## config.mk

```make
export PLATFORM = sky130hd
export DESIGN_NAME = axil_frame_test_sequencer_flat
export DESIGN_NICKNAME = d
export VERILOG_FILES = /design/src/rtl/axil_frame_test_sequencer_pkg.sv /design/src/rtl/axil_frame_test_sequencer_if.sv /design/src/rtl/axil_frame_test_sequencer_master_single.sv /design/src/rtl/axil_frame_test_sequencer.sv /design/src/flat_wrapper.sv
export SDC_FILE = /design/constraint.sdc
export NUM_CORES = 1
export LEC_CHECK = 0
export ABC_AREA = 1
export BUFFER_PORTS_ARGS = -buffer_cell sky130_fd_sc_hd__buf_2
export CAP_MARGIN = 20
export CORE_MARGIN = 5
export CORE_UTILIZATION = 35
export DETAILED_ROUTE_END_ITERATION = 8
export PLACE_DENSITY = 0.57
export SLEW_MARGIN = 25
export SYNTH_ARGS = -nofsm -noshare
export SYNTH_HDL_FRONTEND = slang
export SYNTH_HIERARCHICAL = 1
export SYNTH_SLANG_ARGS = --single-unit
```

## constraint.sdc

```tcl
create_clock -name clk_0 -period 3.86 [get_ports clk_0]
set_input_delay 0 -clock clk_0 [delete_from_list [all_inputs] [get_ports clk_0]]
set_output_delay 0 -clock clk_0 [all_outputs]
set_load 0.01 [all_outputs]
```

## src/rtl/axil_frame_test_sequencer_pkg.sv

```systemverilog
// Shared types and constants for the AXI4-Lite frame-checker test sequencer.
package axil_seq_pkg;

  typedef enum logic [3:0] {
    S_IDLE,
    S_WR_FRAMES,
    S_WR_FRAMES_B,
    S_WR_START,
    S_WR_START_B,
    S_GAP,
    S_RD_CTRL,
    S_RD_CTRL_R,
    S_RD_ERR,
    S_RD_ERR_R,
    S_ACCUM,
    S_HALT
  } seq_state_t;

  typedef enum logic [2:0] {
    M_IDLE,
    M_WRITE,
    M_BRESP,
    M_RADDR,
    M_RDATA
  } mst_state_t;

  localparam logic [1:0]  AXI_RESP_OKAY = 2'b00;
  localparam int unsigned AP_IDLE_BIT   = 2;
  localparam int unsigned AP_START_BIT  = 0;

  function automatic logic [31:0] sat_add32(input logic [31:0] a, input logic [31:0] b);
    logic [32:0] s;
    s = {1'b0, a} + {1'b0, b};
    return s[32] ? '1 : s[31:0];
  endfunction

endpackage

```

## src/rtl/axil_frame_test_sequencer_if.sv

```systemverilog
// AXI4-Lite bus bundle between the sequencer (master) and the checker control port (slave).
interface axil_frame_test_sequencer_if;
  logic [31:0] awaddr;
  logic        awvalid;
  logic        awready;
  logic [31:0] wdata;
  logic [3:0]  wstrb;
  logic        wvalid;
  logic        wready;
  logic [1:0]  bresp;
  logic        bvalid;
  logic        bready;
  logic [31:0] araddr;
  logic        arvalid;
  logic        arready;
  logic [31:0] rdata;
  logic [1:0]  rresp;
  logic        rvalid;
  logic        rready;

  modport master (
    output awaddr, awvalid, input awready,
    output wdata, wstrb, wvalid, input wready,
    input  bresp, bvalid, output bready,
    output araddr, arvalid, input arready,
    input  rdata, rresp, rvalid, output rready
  );

  modport slave (
    input  awaddr, awvalid, output awready,
    input  wdata, wstrb, wvalid, output wready,
    output bresp, bvalid, input bready,
    input  araddr, arvalid, output arready,
    output rdata, rresp, rvalid, input rready
  );
endinterface

```

## src/rtl/axil_frame_test_sequencer_master_single.sv

```systemverilog
// Single-outstanding AXI4-Lite master: one read or write per i_req, done pulses with rdata/err.
module axil_master_single
  import axil_seq_pkg::*;
(
  input  logic        i_clk,
  input  logic        i_rst,
  input  logic        i_req,
  input  logic        i_we,
  input  logic [31:0] i_addr,
  input  logic [31:0] i_wdata,
  input  logic [3:0]  i_wstrb,
  output logic        o_done,
  output logic [31:0] o_rdata,
  output logic        o_err,
  axil_frame_test_sequencer_if.master m_axi
);

  mst_state_t  r_state, w_next;
  logic        r_awvalid, r_wvalid, r_bready, r_arvalid, r_rready;
  logic [31:0] r_awaddr, r_wdata, r_araddr, r_rdata;
  logic [3:0]  r_wstrb;
  logic        r_done, r_err;
  logic        w_aw_ok, w_w_ok;

  // AW and W complete independently; a channel whose valid already dropped counts as done.
  assign w_aw_ok = !r_awvalid || m_axi.awready;
  assign w_w_ok  = !r_wvalid  || m_axi.wready;

  always_comb begin
    w_next = r_state;
    case (r_state)
      M_IDLE:  if (i_req) w_next = i_we ? M_WRITE : M_RADDR;
      M_WRITE: if (w_aw_ok && w_w_ok) w_next = M_BRESP;
      M_BRESP: if (m_axi.bvalid) w_next = M_IDLE;
      M_RADDR: if (m_axi.arready) w_next = M_RDATA;
      M_RDATA: if (m_axi.rvalid) w_next = M_IDLE;
      default: w_next = M_IDLE;
    endcase
  end

  always_ff @(posedge i_clk or posedge i_rst) begin
    if (i_rst) r_state <= M_IDLE;
    else       r_state <= w_next;
  end

  always_ff @(posedge i_clk or posedge i_rst) begin
    if (i_rst) begin
      r_awvalid <= 1'b0;
      r_wvalid  <= 1'b0;
      r_bready  <= 1'b0;
      r_arvalid <= 1'b0;
      r_rready  <= 1'b0;
      r_awaddr  <= '0;
      r_wdata   <= '0;
      r_wstrb   <= '1;
      r_araddr  <= '0;
      r_rdata   <= '0;
      r_done    <= 1'b0;
      r_err     <= 1'b0;
    end else begin
      r_done <= 1'b0;
      case (r_state)
        M_IDLE: begin
          if (i_req && i_we) begin
            r_awaddr  <= i_addr;
            r_wdata   <= i_wdata;
            r_wstrb   <= i_wstrb;
            r_awvalid <= 1'b1;
            r_wvalid  <= 1'b1;
          end else if (i_req) begin
            r_araddr  <= i_addr;
            r_arvalid <= 1'b1;
          end
        end
        M_WRITE: begin
          if (m_axi.awready) r_awvalid <= 1'b0;
          if (m_axi.wready)  r_wvalid  <= 1'b0;
          if (w_aw_ok && w_w_ok) r_bready <= 1'b1;
        end
        M_BRESP: begin
          if (m_axi.bvalid) begin
            r_bready <= 1'b0;
            r_done   <= 1'b1;
            r_err    <= (m_axi.bresp != AXI_RESP_OKAY);
          end
        end
        M_RADDR: begin
          if (m_axi.arready) begin
            r_arvalid <= 1'b0;
            r_rready  <= 1'b1;
          end
        end
        M_RDATA: begin
          if (m_axi.rvalid) begin
            r_rready <= 1'b0;
            r_done   <= 1'b1;
            r_err    <= (m_axi.rresp != AXI_RESP_OKAY);
            if (m_axi.rresp == AXI_RESP_OKAY) r_rdata <= m_axi.rdata;
          end
        end
        default: ;
      endcase
    end
  end

  assign m_axi.awaddr  = r_awaddr;
  assign m_axi.awvalid = r_awvalid;
  assign m_axi.wdata   = r_wdata;
  assign m_axi.wstrb   = r_wstrb;
  assign m_axi.wvalid  = r_wvalid;
  assign m_axi.bready  = r_bready;
  assign m_axi.araddr  = r_araddr;
  assign m_axi.arvalid = r_arvalid;
  assign m_axi.rready  = r_rready;
  assign o_done        = r_done;
  assign o_rdata       = r_rdata;
  assign o_err         = r_err;

endmodule

```

## src/rtl/axil_frame_test_sequencer.sv

```systemverilog
// Repeatedly programs, starts and polls the frame-checker IP, accumulating its error counts.
module axil_frame_test_sequencer
  import axil_seq_pkg::*;
#(
  parameter logic [31:0] FRAMES_PER_RUN = 32'd10,
  parameter logic [31:0] NUM_RUNS       = 32'd0,
  parameter int unsigned POLL_GAP       = 16,
  parameter logic [31:0] REG_CTRL       = 32'h00,
  parameter logic [31:0] REG_ERR        = 32'h10,
  parameter logic [31:0] REG_FRAMES     = 32'h20
) (
  input  logic        clk_0,
  input  logic        rst_0,
  input  logic        enable,
  axil_frame_test_sequencer_if.master m_axi,
  output logic [31:0] acc_error_num,
  output logic [31:0] acc_frame_num,
  output logic [31:0] run_count,
  output logic        busy,
  output logic        resp_err
);

  localparam logic [31:0] GAP_LAST  = 32'(POLL_GAP - 1);
  localparam logic [31:0] START_VAL = 32'd1 << AP_START_BIT;

  seq_state_t  r_state, w_next;
  logic [1:0]  r_rst_sync;
  logic        w_rst;
  logic [31:0] r_gap_cnt, r_acc_err, r_acc_frm, r_runs;
  logic        r_resp_err;
  logic        w_req, w_we, w_done, w_err;
  logic [31:0] w_addr, w_wdata, w_rdata;
  logic [3:0]  w_wstrb;

  // Reset asserts immediately but releases two clocks after rst_0 falls.
  always_ff @(posedge clk_0 or posedge rst_0) begin
    if (rst_0) r_rst_sync <= 2'b11;
    else       r_rst_sync <= {r_rst_sync[0], 1'b0};
  end
  assign w_rst = r_rst_sync[1];

  axil_master_single u_master (
    .i_clk   (clk_0),
    .i_rst   (w_rst),
    .i_req   (w_req),
    .i_we    (w_we),
    .i_addr  (w_addr),
    .i_wdata (w_wdata),
    .i_wstrb (w_wstrb),
    .o_done  (w_done),
    .o_rdata (w_rdata),
    .o_err   (w_err),
    .m_axi   (m_axi)
  );

  always_comb begin
    w_next  = r_state;
    w_req   = 1'b0;
    w_we    = 1'b0;
    w_addr  = '0;
    w_wdata = '0;
    w_wstrb = '1;
    case (r_state)
      S_IDLE: if (enable) w_next = S_WR_FRAMES;
      S_WR_FRAMES: begin
        w_req   = 1'b1;
        w_we    = 1'b1;
        w_addr  = REG_FRAMES;
        w_wdata = FRAMES_PER_RUN;
        w_next  = S_WR_FRAMES_B;
      end
      S_WR_FRAMES_B: if (w_done) w_next = w_err ? S_HALT : S_WR_START;
      S_WR_START: begin
        w_req   = 1'b1;
        w_we    = 1'b1;
        w_addr  = REG_CTRL;
        w_wdata = START_VAL;
        w_wstrb = 4'b0001;
        w_next  = S_WR_START_B;
      end
      S_WR_START_B: if (w_done) w_next = w_err ? S_HALT : S_GAP;
      S_GAP: if (r_gap_cnt == GAP_LAST) w_next = S_RD_CTRL;
      S_RD_CTRL: begin
        w_req  = 1'b1;
        w_addr = REG_CTRL;
        w_next = S_RD_CTRL_R;
      end
      S_RD_CTRL_R: begin
        if (w_done) begin
          if (w_err)                     w_next = S_HALT;
          else if (w_rdata[AP_IDLE_BIT]) w_next = S_RD_ERR;
          else                           w_next = S_GAP;
        end
      end
      S_RD_ERR: begin
        w_req  = 1'b1;
        w_addr = REG_ERR;
        w_next = S_RD_ERR_R;
      end
      S_RD_ERR_R: if (w_done) w_next = w_err ? S_HALT : S_ACCUM;
      S_ACCUM: w_next = (NUM_RUNS != '0 && (r_runs + 32'd1) == NUM_RUNS) ? S_HALT : S_WR_FRAMES;
      S_HALT:  w_next = S_HALT;
      default: w_next = S_IDLE;
    endcase
  end

  always_ff @(posedge clk_0 or posedge w_rst) begin
    if (w_rst) r_state <= S_IDLE;
    else       r_state <= w_next;
  end

  // In ACCUM the master still holds the error count captured by the preceding read.
  always_ff @(posedge clk_0 or posedge w_rst) begin
    if (w_rst) begin
      r_gap_cnt  <= '0;
      r_acc_err  <= '0;
      r_acc_frm  <= '0;
      r_runs     <= '0;
      r_resp_err <= 1'b0;
    end else begin
      r_gap_cnt <= (r_state == S_GAP) ? r_gap_cnt + 32'd1 : '0;
      if (w_done && w_err) r_resp_err <= 1'b1;
      if (r_state == S_ACCUM) begin
        r_acc_err <= sat_add32(r_acc_err, w_rdata);
        r_acc_frm <= sat_add32(r_acc_frm, FRAMES_PER_RUN);
        r_runs    <= r_runs + 32'd1;
      end
    end
  end

  assign acc_error_num = r_acc_err;
  assign acc_frame_num = r_acc_frm;
  assign run_count     = r_runs;
  assign resp_err      = r_resp_err;
  assign busy          = (r_state != S_IDLE) && (r_state != S_HALT);

endmodule
```

## src/flat_wrapper.sv

```systemverilog
// flat-port wrapper written by rule: the top's interface ports become plain ports
module axil_frame_test_sequencer_flat import axil_seq_pkg::*;
#(
  parameter logic [31:0] FRAMES_PER_RUN = 32'd10,
  parameter logic [31:0] NUM_RUNS       = 32'd0,
  parameter int unsigned POLL_GAP       = 16,
  parameter logic [31:0] REG_CTRL       = 32'h00,
  parameter logic [31:0] REG_ERR        = 32'h10,
  parameter logic [31:0] REG_FRAMES     = 32'h20
)
  (clk_0, rst_0, enable, acc_error_num, acc_frame_num, run_count, busy, resp_err, m_axi_awaddr, m_axi_awvalid, m_axi_awready, m_axi_wdata, m_axi_wstrb, m_axi_wvalid, m_axi_wready, m_axi_bresp, m_axi_bvalid, m_axi_bready, m_axi_araddr, m_axi_arvalid, m_axi_arready, m_axi_rdata, m_axi_rresp, m_axi_rvalid, m_axi_rready);
  axil_frame_test_sequencer_if m_axi_i ();
  input  logic clk_0;
  input  logic rst_0;
  input  logic enable;
  output logic [31:0] acc_error_num;
  output logic [31:0] acc_frame_num;
  output logic [31:0] run_count;
  output logic busy;
  output logic resp_err;
  output wire logic [$bits(m_axi_i.awaddr)-1:0] m_axi_awaddr;
  output wire logic [$bits(m_axi_i.awvalid)-1:0] m_axi_awvalid;
  input wire logic [$bits(m_axi_i.awready)-1:0] m_axi_awready;
  output wire logic [$bits(m_axi_i.wdata)-1:0] m_axi_wdata;
  output wire logic [$bits(m_axi_i.wstrb)-1:0] m_axi_wstrb;
  output wire logic [$bits(m_axi_i.wvalid)-1:0] m_axi_wvalid;
  input wire logic [$bits(m_axi_i.wready)-1:0] m_axi_wready;
  input wire logic [$bits(m_axi_i.bresp)-1:0] m_axi_bresp;
  input wire logic [$bits(m_axi_i.bvalid)-1:0] m_axi_bvalid;
  output wire logic [$bits(m_axi_i.bready)-1:0] m_axi_bready;
  output wire logic [$bits(m_axi_i.araddr)-1:0] m_axi_araddr;
  output wire logic [$bits(m_axi_i.arvalid)-1:0] m_axi_arvalid;
  input wire logic [$bits(m_axi_i.arready)-1:0] m_axi_arready;
  input wire logic [$bits(m_axi_i.rdata)-1:0] m_axi_rdata;
  input wire logic [$bits(m_axi_i.rresp)-1:0] m_axi_rresp;
  input wire logic [$bits(m_axi_i.rvalid)-1:0] m_axi_rvalid;
  output wire logic [$bits(m_axi_i.rready)-1:0] m_axi_rready;
  assign m_axi_awaddr = m_axi_i.awaddr;
  assign m_axi_awvalid = m_axi_i.awvalid;
  assign m_axi_i.awready = m_axi_awready;
  assign m_axi_wdata = m_axi_i.wdata;
  assign m_axi_wstrb = m_axi_i.wstrb;
  assign m_axi_wvalid = m_axi_i.wvalid;
  assign m_axi_i.wready = m_axi_wready;
  assign m_axi_i.bresp = m_axi_bresp;
  assign m_axi_i.bvalid = m_axi_bvalid;
  assign m_axi_bready = m_axi_i.bready;
  assign m_axi_araddr = m_axi_i.araddr;
  assign m_axi_arvalid = m_axi_i.arvalid;
  assign m_axi_i.arready = m_axi_arready;
  assign m_axi_i.rdata = m_axi_rdata;
  assign m_axi_i.rresp = m_axi_rresp;
  assign m_axi_i.rvalid = m_axi_rvalid;
  assign m_axi_rready = m_axi_i.rready;
  axil_frame_test_sequencer #(.FRAMES_PER_RUN(FRAMES_PER_RUN), .NUM_RUNS(NUM_RUNS), .POLL_GAP(POLL_GAP), .REG_CTRL(REG_CTRL), .REG_ERR(REG_ERR), .REG_FRAMES(REG_FRAMES)) u_core (.clk_0(clk_0), .rst_0(rst_0), .enable(enable), .m_axi(m_axi_i), .acc_error_num(acc_error_num), .acc_frame_num(acc_frame_num), .run_count(run_count), .busy(busy), .resp_err(resp_err));
endmodule
```

==> metrics.md, run 1 <==
| Metric | Value |
|---|---|
| RSZ-0062 raised after global routing | no |
| Worst Skew | 0.02342 ns |
| Placement Cell Area | 0.01711 mm^2 |
| Die Span Y | 217.5 um |
| Drt drc | 0 |
| Worst setup EP type | flip-flop |
| Core footprint | 0.04289 mm^2 |
| Post-synth top cells | 664 x nand2_1, 271 x dfrtp_1, 266 x inv_1 |
| DRT Wirelength | 41.49 mm |
| Reg-to-Reg End | u_core/acc_error_num[29] |
| Worst Path Required | 4.29 ns |
| Post-route cell area | 0.01865 mm^2 |
| CP Launch Type | flip-flop |
| Root Buffer Master | clkbuf_16 |
| Cell Count, Final, Fillers Out | 2,955 |
| Via count | 13.42k |
| Final ANT Viol Nets | 0 |
| Most common cell in the synthesized netlist | nand2_1 |
| Row count | 76 |
| Share of cells above drive strength 1 | 17.31% |
| Top cells by area, synth | dfrtp_1 45%, nand2_1 17%, inv_1 6.6%, nor2_1 5.1%, nand3_1 4.3% |
| Largest net degree at the start of global routing | 143 |
| Die X | 217.5 um |
| Cells after Synth | 1,992 |
| Yosys reg bits | 277 |
| CTS Buf Count | 35 |
| Slew @ Worst Pin | 0.8648 ns |
| Post-cts resize count | 0 |
| Final Power | 13,960 uW |
| Initial Utilization | 35.15% |
| Filler cell count | 4,349 |
| Register area share after synthesis | 46.03% |
| PD cells | 748.5 mW/mm^2 |
| CTS tree | built |
| CTS max path bufs | 3 |
| CP max FO | 23 |
| R2R setup slack | 1.36 ns |
| Gr ovfl total | 0 |
| Hold Vio Cnt, Final | 0 |
| Syn Area/Cell | 7.568 um^2 |
| Area growth syn-to-layout | 23.73% |
| DR pass1 iterations | 5 |
| I/O pin count | 247 |
| Setup Buffers After CTS | 0 |
| R2R depth | 12 |
| WS Path Type | reg2reg |
| Cell area after synthesis | 0.01508 mm^2 |
| Maximum vdd ir drop | 434.5 uV |
| Die ar. | 0.04732 mm^2 |
| Synth top area share | 44.98% |
| Period Utilization, post-route | 64.75% |
| Initial antenna violation count | 3 |
| GP Congestion | 0.9054 |
| Leak | 0.009864 uW |
| Placed Cells | 2,849 |
| Post-synthesis async set-or-reset flop share | 100.0% |
| Global-route usage over all layers | 17.42% |
| CTS Hold Bufs | 41 |
| Synth cell types | 53 |
| FF-to-FF Start | u_core/acc_error_num[0] |
| Clk sink count | 277 |
| WP data arrival | 2.92 ns |
| Vias in the first global route | 13.34k |
| H-tree levels | 2 |
| # setup viols final | 0 |
| Vias/cell | 4.541 |
| Accumulated negative setup slack | 0 ns |
| Hold WC Path Type | in2async |
| Initial DRC count | 768 |
| Clock latency on the worst-skew pair | 0.54 ns |
| Number of flops mapped to enable cells by yosys | 0 |
| Worst rel slew slack | 42.34% |
| Port-buffer cells | 246 |
| Top_reg_cell synth | dfrtp_1 |
| Nets | 2,422 |
| Worst-path clk slew | 0.06 ns |
| Yosys warns | 6 |
| Yosys top cell by area | dfrtp_1 |
| DR WL/cell | 14.04 um |
| Peak Freq | 400.1 MHz |
| Status | finished clean |
| MaxCap Viol Count | 0 |
| Slew Viols, Final | 0 |
| HPWL Detailed | 30.04 mm |
| Clock period minus worst slack | 2.499 ns |
| First-pass GRT wire length | 68.64 mm |
==> cells in the final DEF (no fill, tap or decap), drive strengths merged, types with 12 or more instances in the layout <==
| cell | instances |
|---|---|
| xnor2 | 24 |
| nand3 | 133 |
| buf | 256 |
| dfrtp | 271 |
| xor2 | 35 |
| ha | 35 |
| a21oi | 39 |
| nor2 | 222 |
| nor3 | 45 |
| inv | 275 |
| dlygate4sd3 | 41 |
| conb | 61 |
| nand2 | 678 |
| o22ai | 12 |
| o21ai | 103 |
| nand4 | 24 |
| clkbuf | 56 |
==> power breakdown <==
part / switching (uW) / internal (uW)
logic: 3930 / 2260
registers: 712 / 3890
clock network: 1300 / 1870
total: 5940 / 8020
==> critical path, stage by stage, from the launching register on <==
cell and delay (ns):
dfrtp_1 0.39, ha_1 0.24, fa_1 0.46, nand3_1 0.12, nand3_1 0.11, nand2_1 0.08, nand2_1 0.10, nand2_1 0.08
nand3b_1 0.13, nand2_2 0.13, nand3_4 0.26, nor2_1 0.21, nor2_1 0.05
==> cell type report <==
| cell class | count | area, um^2 | share of cell area [%] |
|---|---|---|---|
| timing repair buffer | 297 | 1767 | 9.471 |
| clock buffer | 56 | 1045 | 5.601 |
| tap | 585 | 732.0 | 3.924 |
| antenna | 2 | 5.005 | 0.02683 |
| clock inverter | 7 | 82.58 | 0.4427 |
| multi-input combinational | 1456 | 7043 | 37.76 |
| inverter | 275 | 1040 | 5.574 |
| sequential | 277 | 6939 | 37.20 |
==> registers in the layout (all words and copies together), names as in the netlist, 2 cells and up <==
register	flops
u_core/u_master/m_axi.wdata	32
u_core/acc_error_num	32
u_core/r_state	4
u_core/u_master/m_axi.araddr	32
u_core/run_count	32
u_core/u_master/m_axi.wstrb	4
u_core/u_master/o_rdata	32
u_core/r_gap_cnt	32
u_core/u_master/m_axi.awaddr	32
u_core/acc_frame_num	32
u_core/u_master/r_state	3
u_core/r_rst_sync	2
==> cell families after synthesis <==
group | Yosys count | synth area share, %
DFF | 277 | 46.03
other | 2 | 0.04982
and+or+nand+nor | 1129 | 31.71
buffers and inverters | 318 | 8.806
xor gates and xnor gates | 59 | 3.428
adders and majority gates | 36 | 3.038
AOI/OAI and AO/OA | 171 | 6.938
==> stage by stage <==
stage	util [%]	setup WS (ns)	hold WS, ns
after detailed placement	39.90	1.381	0.02978
after CTS	43.48	1.343	0.003993
final	43.49	1.361	0.04188
after floorplan	-	1.672	-0.08850
after global routing	43.49	1.143	0.05634
after global placement	39.90	1.436	0.02793
==> routing by layer <==
| layer | up-vias | global-route usage [%] | share of wire [%] |
|---|---|---|---|
| li1 | 6895 | - | - |
| met1 | 6205 | 22.42 | 45 |
| met2 | 255 | 28.81 | 47 |
| met3 | 63 | 4.456 | 6.2 |
| met4 | 2 | 5.667 | 2.6 |
| met5 | - | 0 | 0.031 |
==> how the worst max path moves through the flow <==
stage | cells after the start | startpoint | slack [ns] | to
global placement | 11 | u_core/r_state[2] | 1.44 | u_core/u_master/m_axi.awaddr[17]
CTS | 12 | u_core/acc_error_num[0] | 1.34 | u_core/acc_error_num[16]
finish | 12 | u_core/acc_error_num[0] | 1.36 | u_core/acc_error_num[29]
detailed placement | 12 | u_core/acc_error_num[0] | 1.38 | u_core/acc_error_num[29]
global route | 12 | u_core/acc_error_num[0] | 1.14 | u_core/acc_error_num[29]
floorplan | 13 | u_core/acc_error_num[0] | 1.67 | u_core/acc_error_num[19]
(Power assumes the default switching activity.)
==> inputs of run 2 (changes only) <==
- PLACE_DENSITY: 0.57 -> 0.55
- clock period: 3.86 -> 2.6 ns (I/O delays scaled with it)
==> run 2 against run 1 <==
Utilization up 0.83 points; setup slack worse by 1.2 ns; first-iteration DRC count up 6.0%; worst hold slack better by 0.0034 ns; via count up 1.1%; wire length up 3.4%.
==> metrics.md, run 2 (synthesis gave the netlist of run 1 again) <==
| Metric | Value |
|---|---|
| Slew @ Worst Pin | 0.7451 ns |
| Slew Viols, Final | 0 |
| Clock latency on the worst-skew pair | 0.56 ns |
| CP Launch Type | flip-flop |
| Crit path from | u_core/acc_error_num[18] |
| Vias/cell | 4.554 |
| Core footprint | 0.04289 mm^2 |
| H-tree levels | 2 |
| Vias in the first global route | 13.44k |
| Area growth syn-to-layout | 26.10% |
| WS Path Type | reg2reg |
| Flop pwr share | 32.0% |
| P_int | 12,210 uW |
| Worst setup EP type | flip-flop |
| HPWL Detailed | 31.39 mm |
| Commonest non-fill, non-tap cell in the layout | nand2_1 |
| Drt drc | 0 |
| Combinational power share | 44.2% |
| # setup viols final | 0 |
| Most frequent cells in the layout | 664 x nand2_1, 271 x dfrtp_1, 264 x inv_1, 246 x buf_2, 202 x nor2_1 |
| CTS tree | built |
| Fin Hold WS | 0.04528 ns |
| Period Utilization, post-route | 93.12% |
| Nets | 2,448 |
| Peak Freq | 413.0 MHz |
| Hold WC Path Type | in2async |
| Initial Utilization | 35.15% |
| DR pass1 iterations | 7 |
| Largest net degree at the start of global routing | 71 |
| Share of cells above drive strength 1 | 17.79% |
| Leak | 0.009994 uW |
| MaxCap Viol Count | 0 |
| Global-route usage over all layers | 17.70% |
| Row count | 76 |
| Initial DRC count | 814 |
| Port-buffer cells | 246 |
| WP data arrival | 2.85 ns |
| Die ar. | 0.04732 mm^2 |
| Status | finished clean |
| Antenna Diode Count | 0 |
| Accumulated negative setup slack | 0 ns |
| Initial antenna violation count | 0 |
| R2R depth | 9 |
| CTS max path bufs | 3 |
| Cell Count, Final, Fillers Out | 2,980 |
| CP max FO | 11 |
| Net Switching | 9002 uW |
| Clk sink count | 277 |
| Final ANT Viol Nets | 0 |
| Setup crit end | u_core/acc_error_num[29] |
| GP Congestion | 0.8786 |
| PD cells | 1116 mW/mm^2 |
| Hold Vio Cnt, Final | 0 |
| Switching share of power | 42.43% |
| I/O pin count | 247 |
| R2R setup slack | 0.18 ns |
| Worst Path Required | 3.03 ns |
| Worst Skew | 0.02813 ns |
| Worst-path clk slew | 0.05 ns |
| FF-to-FF Start | u_core/acc_error_num[18] |
| DR WL/cell | 14.40 um |
| Clk network pwr share | 23.8% |
| Placed Cells | 2,857 |
| Gr ovfl total | 0 |
| Die Span Y | 217.5 um |
| Worst rel slew slack | 50.15% |
| Maximum vdd ir drop | 757.3 uV |
| DRT Wirelength | 42.91 mm |
| RSZ-0062 raised after global routing | no |
| Via count | 13.57k |
| CTS Buf Count | 35 |
| Root Buffer Master | clkbuf_16 |
| First-pass GRT wire length | 69.55 mm |
| Reg-to-Reg End | u_core/acc_error_num[29] |
| Die X | 217.5 um |
| Clock period minus worst slack | 2.421 ns |
-- run 2: power groups by stage --
stage                     Sequential (uW)  Combinational [uW]  Clock (uW)
final                                6780                9390        5050
after global routing                 6980               10700        5400
after CTS                            6790                9410        5250
after detailed placement             6820                9320           0
after global placement               6770                9240           0
after floorplan                      7200                5850           0
-- run 2: stage by stage --
stage                     util [%]  cell area, um^2  setup WS, ns  total power, uW
final                        44.33            19010        0.1789            21220
after global routing         44.33            19010      0.002320            23070
after CTS                    44.21            18960       0.06583            21450
after detailed placement     40.05            17180       0.09695            16140
after global placement       40.05            17180        0.1996            16010
after floorplan                  -            15300        0.4120            13050
-- run 2: worst min-delay path by stage --
| stage | startpoint | end | cells past startpoint |
|---|---|---|---|
| 2_1_floorplan | rst_0 | u_core/r_rst_sync[0] | 1 |
| 3_3_place_gp | rst_0 | u_core/r_rst_sync[0] | 2 |
| 3_5_place_dp | rst_0 | u_core/r_rst_sync[0] | 2 |
| 4_1_cts | rst_0 | u_core/r_rst_sync[1] | 3 |
| 5_1_grt | rst_0 | u_core/r_rst_sync[1] | 3 |
| 6_report | rst_0 | u_core/r_rst_sync[1] | 3 |
-- run 2: worst max-delay path, cell delays in order, from the launching register on --
cell and delay, ns:
dfrtp_1 0.39, ha_1 0.36, nand2_1 0.15, inv_1 0.07
a21oi_1 0.22, o21bai_1 0.12, a21oi_2 0.45, nand3_4 0.30
nor2_1 0.18, nor2_1 0.05
-- run 2: timing repair --
item,in CTS,in global routing
setup endpoints to repair,0,23
setup buffers,0,0
hold buffers,57,0
endpoints found under the hold margin,48,0
gates resized for setup,0,5
-- run 2: layout make-up --
class | instances | area (um^2)
tap | 585 | 732.0
sequential | 277 | 6939
clock inverter | 13 | 207.7
inverter | 275 | 1040
clock buffer | 51 | 1006
timing repair buffer | 321 | 1999
multi-input combinational | 1458 | 7087
fill | 4353 | 23880
-- run 2: routing by layer --
layer | vias up | wire, um | GRT usage [%]
met5 | - | 0 | 0
met4 | 0 | 948 | 4.529
met3 | 62 | 3018 | 5.414
met2 | 297 | 19800 | 29.34
met1 | 6296 | 19150 | 22.67
li1 | 6917 | - | -
==> inputs of run 3 (changes only) <==
- CAP_MARGIN: 20 -> not set
- CTS_CLUSTER_DIAMETER: not set -> 50
- RECOVER_POWER: not set -> 50
==> run 3 against run 2 <==
Combinational power fell by 3.2%; register-to-register slack improved by 0.05 ns; sequential power barely moved; power fell by 0.49%; count of clock-buffer cells in the layout rose by 4.
==> metrics.md, run 3 (synthesis gave the netlist of run 1 again) <==
| Metric | Value |
|---|---|
| Status | finished clean |
| Crit path buf inv count | 0 |
| DR pass1 iterations | 5 |
| Setup Buffers After CTS | 0 |
| Largest net degree at the start of global routing | 71 |
| Gr ovfl total | 0 |
| H-tree levels | 2 |
| Worst-path clk slew | 0.06 ns |
| Nets | 2,453 |
| Worst path depth | 12 |
| Initial DRC count | 819 |
| CTS max path bufs | 3 |
| Most frequent cells in the layout | 664 x nand2_1, 271 x dfrtp_1, 264 x inv_1, 202 x clkbuf_1, 202 x nor2_1 |
| Area growth syn-to-layout | 24.79% |
| Maximum vdd ir drop | 741.2 uV |
| Worst Path Required | 3.02 ns |
| CP Cell Sequence | ha_1 -> fa_2 -> nand3_1 -> nand3_1 -> nand2_1 -> nand2_1 -> nand2_1 -> nand3b_1 -> nand2_4 -> nand3_4 -> nor2_1 -> nor2_1 |
| Worst setup EP type | flip-flop |
| Global-route usage over all layers | 17.77% |
| R2R setup slack | 0.23 ns |
| First-pass GRT wire length | 69.92 mm |
| Die X | 217.5 um |
| DR WL/cell | 14.39 um |
| CP Launch Type | flip-flop |
| Via count | 13.65k |
| GP Congestion | 0.8786 |
| Final ANT Viol Nets | 0 |
| Drt drc | 0 |
| Initial Utilization | 35.15% |
| Hold Vio Cnt, Final | 0 |
| # setup viols final | 0 |
| Vias in the first global route | 13.58k |
| Clock latency on the worst-skew pair | 0.54 ns |
| Vias/cell | 4.570 |
| Accumulated negative setup slack | 0 ns |
| Die ar. | 0.04732 mm^2 |
| Commonest non-fill, non-tap cell in the layout | nand2_1 |
| CP max FO | 6 |
| Root Buffer Master | clkbuf_16 |
| Leak | 0.009378 uW |
| CTS Buf Count | 40 |
| DRT Wirelength | 42.99 mm |
| Cell Count, Final, Fillers Out | 2,987 |
| Slew @ Worst Pin | 1.202 ns |
| Worst Skew | 0.01409 ns |
| CTS tree | built |
| WP data arrival | 2.79 ns |
| FF-to-FF Start | u_core/acc_error_num[0] |
| I/O pin count | 247 |
| Initial antenna violation count | 0 |
| Die Span Y | 217.5 um |
| Antenna Diode Count | 0 |
| Row count | 76 |
| HPWL Detailed | 31.39 mm |
| Period Utilization, post-route | 91.18% |
| MaxCap Viol Count | 0 |
| Most frequent CP cell | nand2_1 |
| Slew Viols, Final | 0 |
| Port-buffer cells | 246 |
| Clk sink count | 277 |
| Crit path max-delay family | simple AND/OR/NAND/NOR gates |
| Clock period minus worst slack | 2.371 ns |
| RSZ-0062 raised after global routing | no |
| Placed Cells | 2,857 |
| PD cells | 1122 mW/mm^2 |
| Max incr delay on CP | 0.40 ns |
| WS Path Type | reg2reg |
| Core footprint | 0.04289 mm^2 |
| Share of cells above drive strength 1 | 9.992% |
| Peak Freq | 421.8 MHz |
| R2R depth | 12 |
| Worst rel slew slack | 19.86% |
| Hold WC Path Type | in2async |
| Slowest CP cell | dfrtp_1 |
| Reg-to-Reg End | u_core/acc_error_num[27] |
==> run 3: changes by cell type in the layout (fill, tap and decap cells not counted), moves of 3 or more <==
cell / before / now
buf_2: 246 / 50
bufinv_16: 3 / 0
clkbuf_1: 9 / 202
clkbuf_16: 35 / 41
clkinv_4: 0 / 3
inv_6: 0 / 3
==> run 3: how the worst max path moves through the flow <==
stage | startpoint | endpoint | slack, ns
5_1_grt | u_core/acc_error_num[0] | u_core/acc_error_num[27] | 0.004
2_1_floorplan | u_core/acc_error_num[0] | u_core/acc_error_num[19] | 0.41
4_1_cts | u_core/acc_error_num[0] | u_core/acc_error_num[27] | 0.06
3_3_place_gp | u_core/acc_error_num[0] | u_core/acc_error_num[19] | 0.20
3_5_place_dp | u_core/acc_error_num[0] | u_core/acc_error_num[27] | 0.1
6_report | u_core/acc_error_num[0] | u_core/acc_error_num[27] | 0.23
==> run 3: power breakdown <==
group	switching (uW)	internal [uW]
Sequential	1030	5770
Combinational	5980	3110
Clock	2050	3160
Total	9070	12000
==> run 3: what timing repair did <==
action                                  in CTS  in global routing
hold buffers                                56                  0
hold endpoints to repair                    48                  0
gates resized for setup                      0                  6
endpoints found under the setup margin       0                 23
==> run 3: worst min-delay path, cell delays in order <==
cell and delay, ns:
dlygate4sd3_1 0.54, buf_2 0.12, inv_1 0.08
==> run 3: stage by stage <==
step / utilization [%] / area (um^2) / hold WS, ns / setup slack [ns] / power (uW)
2_1_floorplan: - / 15300 / -0.08850 / 0.4120 / 13050
3_3_place_gp: 40.05 / 17180 / 0.02673 / 0.1996 / 16010
3_5_place_dp: 40.05 / 17180 / 0.04309 / 0.09695 / 16140
4_1_cts: 44.36 / 19030 / 0.009063 / 0.06290 / 21620
5_1_grt: 43.87 / 18810 / 0.04156 / 0.003971 / 22990
6_report: 43.87 / 18810 / 0.05038 / 0.2294 / 21110
==> run 3: metal layers <==
metal | vias up | global-route usage, % | part of all wire [%]
li1 | 6950 | - | -
met5 | - | 0 | 0
met2 | 289 | 29.22 | 46
met4 | 0 | 5.561 | 2.7
met3 | 66 | 4.692 | 6.4
met1 | 6346 | 23.02 | 45
==> run 3: final cells by class <==
type	instances	area (um^2)
Inverter	275	1035
Fill cell	4444	24070
Clock buffer	55	1169
Tap cell	585	732.0
Clock inverter	16	118.9
Multi-Input combinational cell	1459	7104
Timing Repair Buffer	320	1715
Sequential cell	277	6939
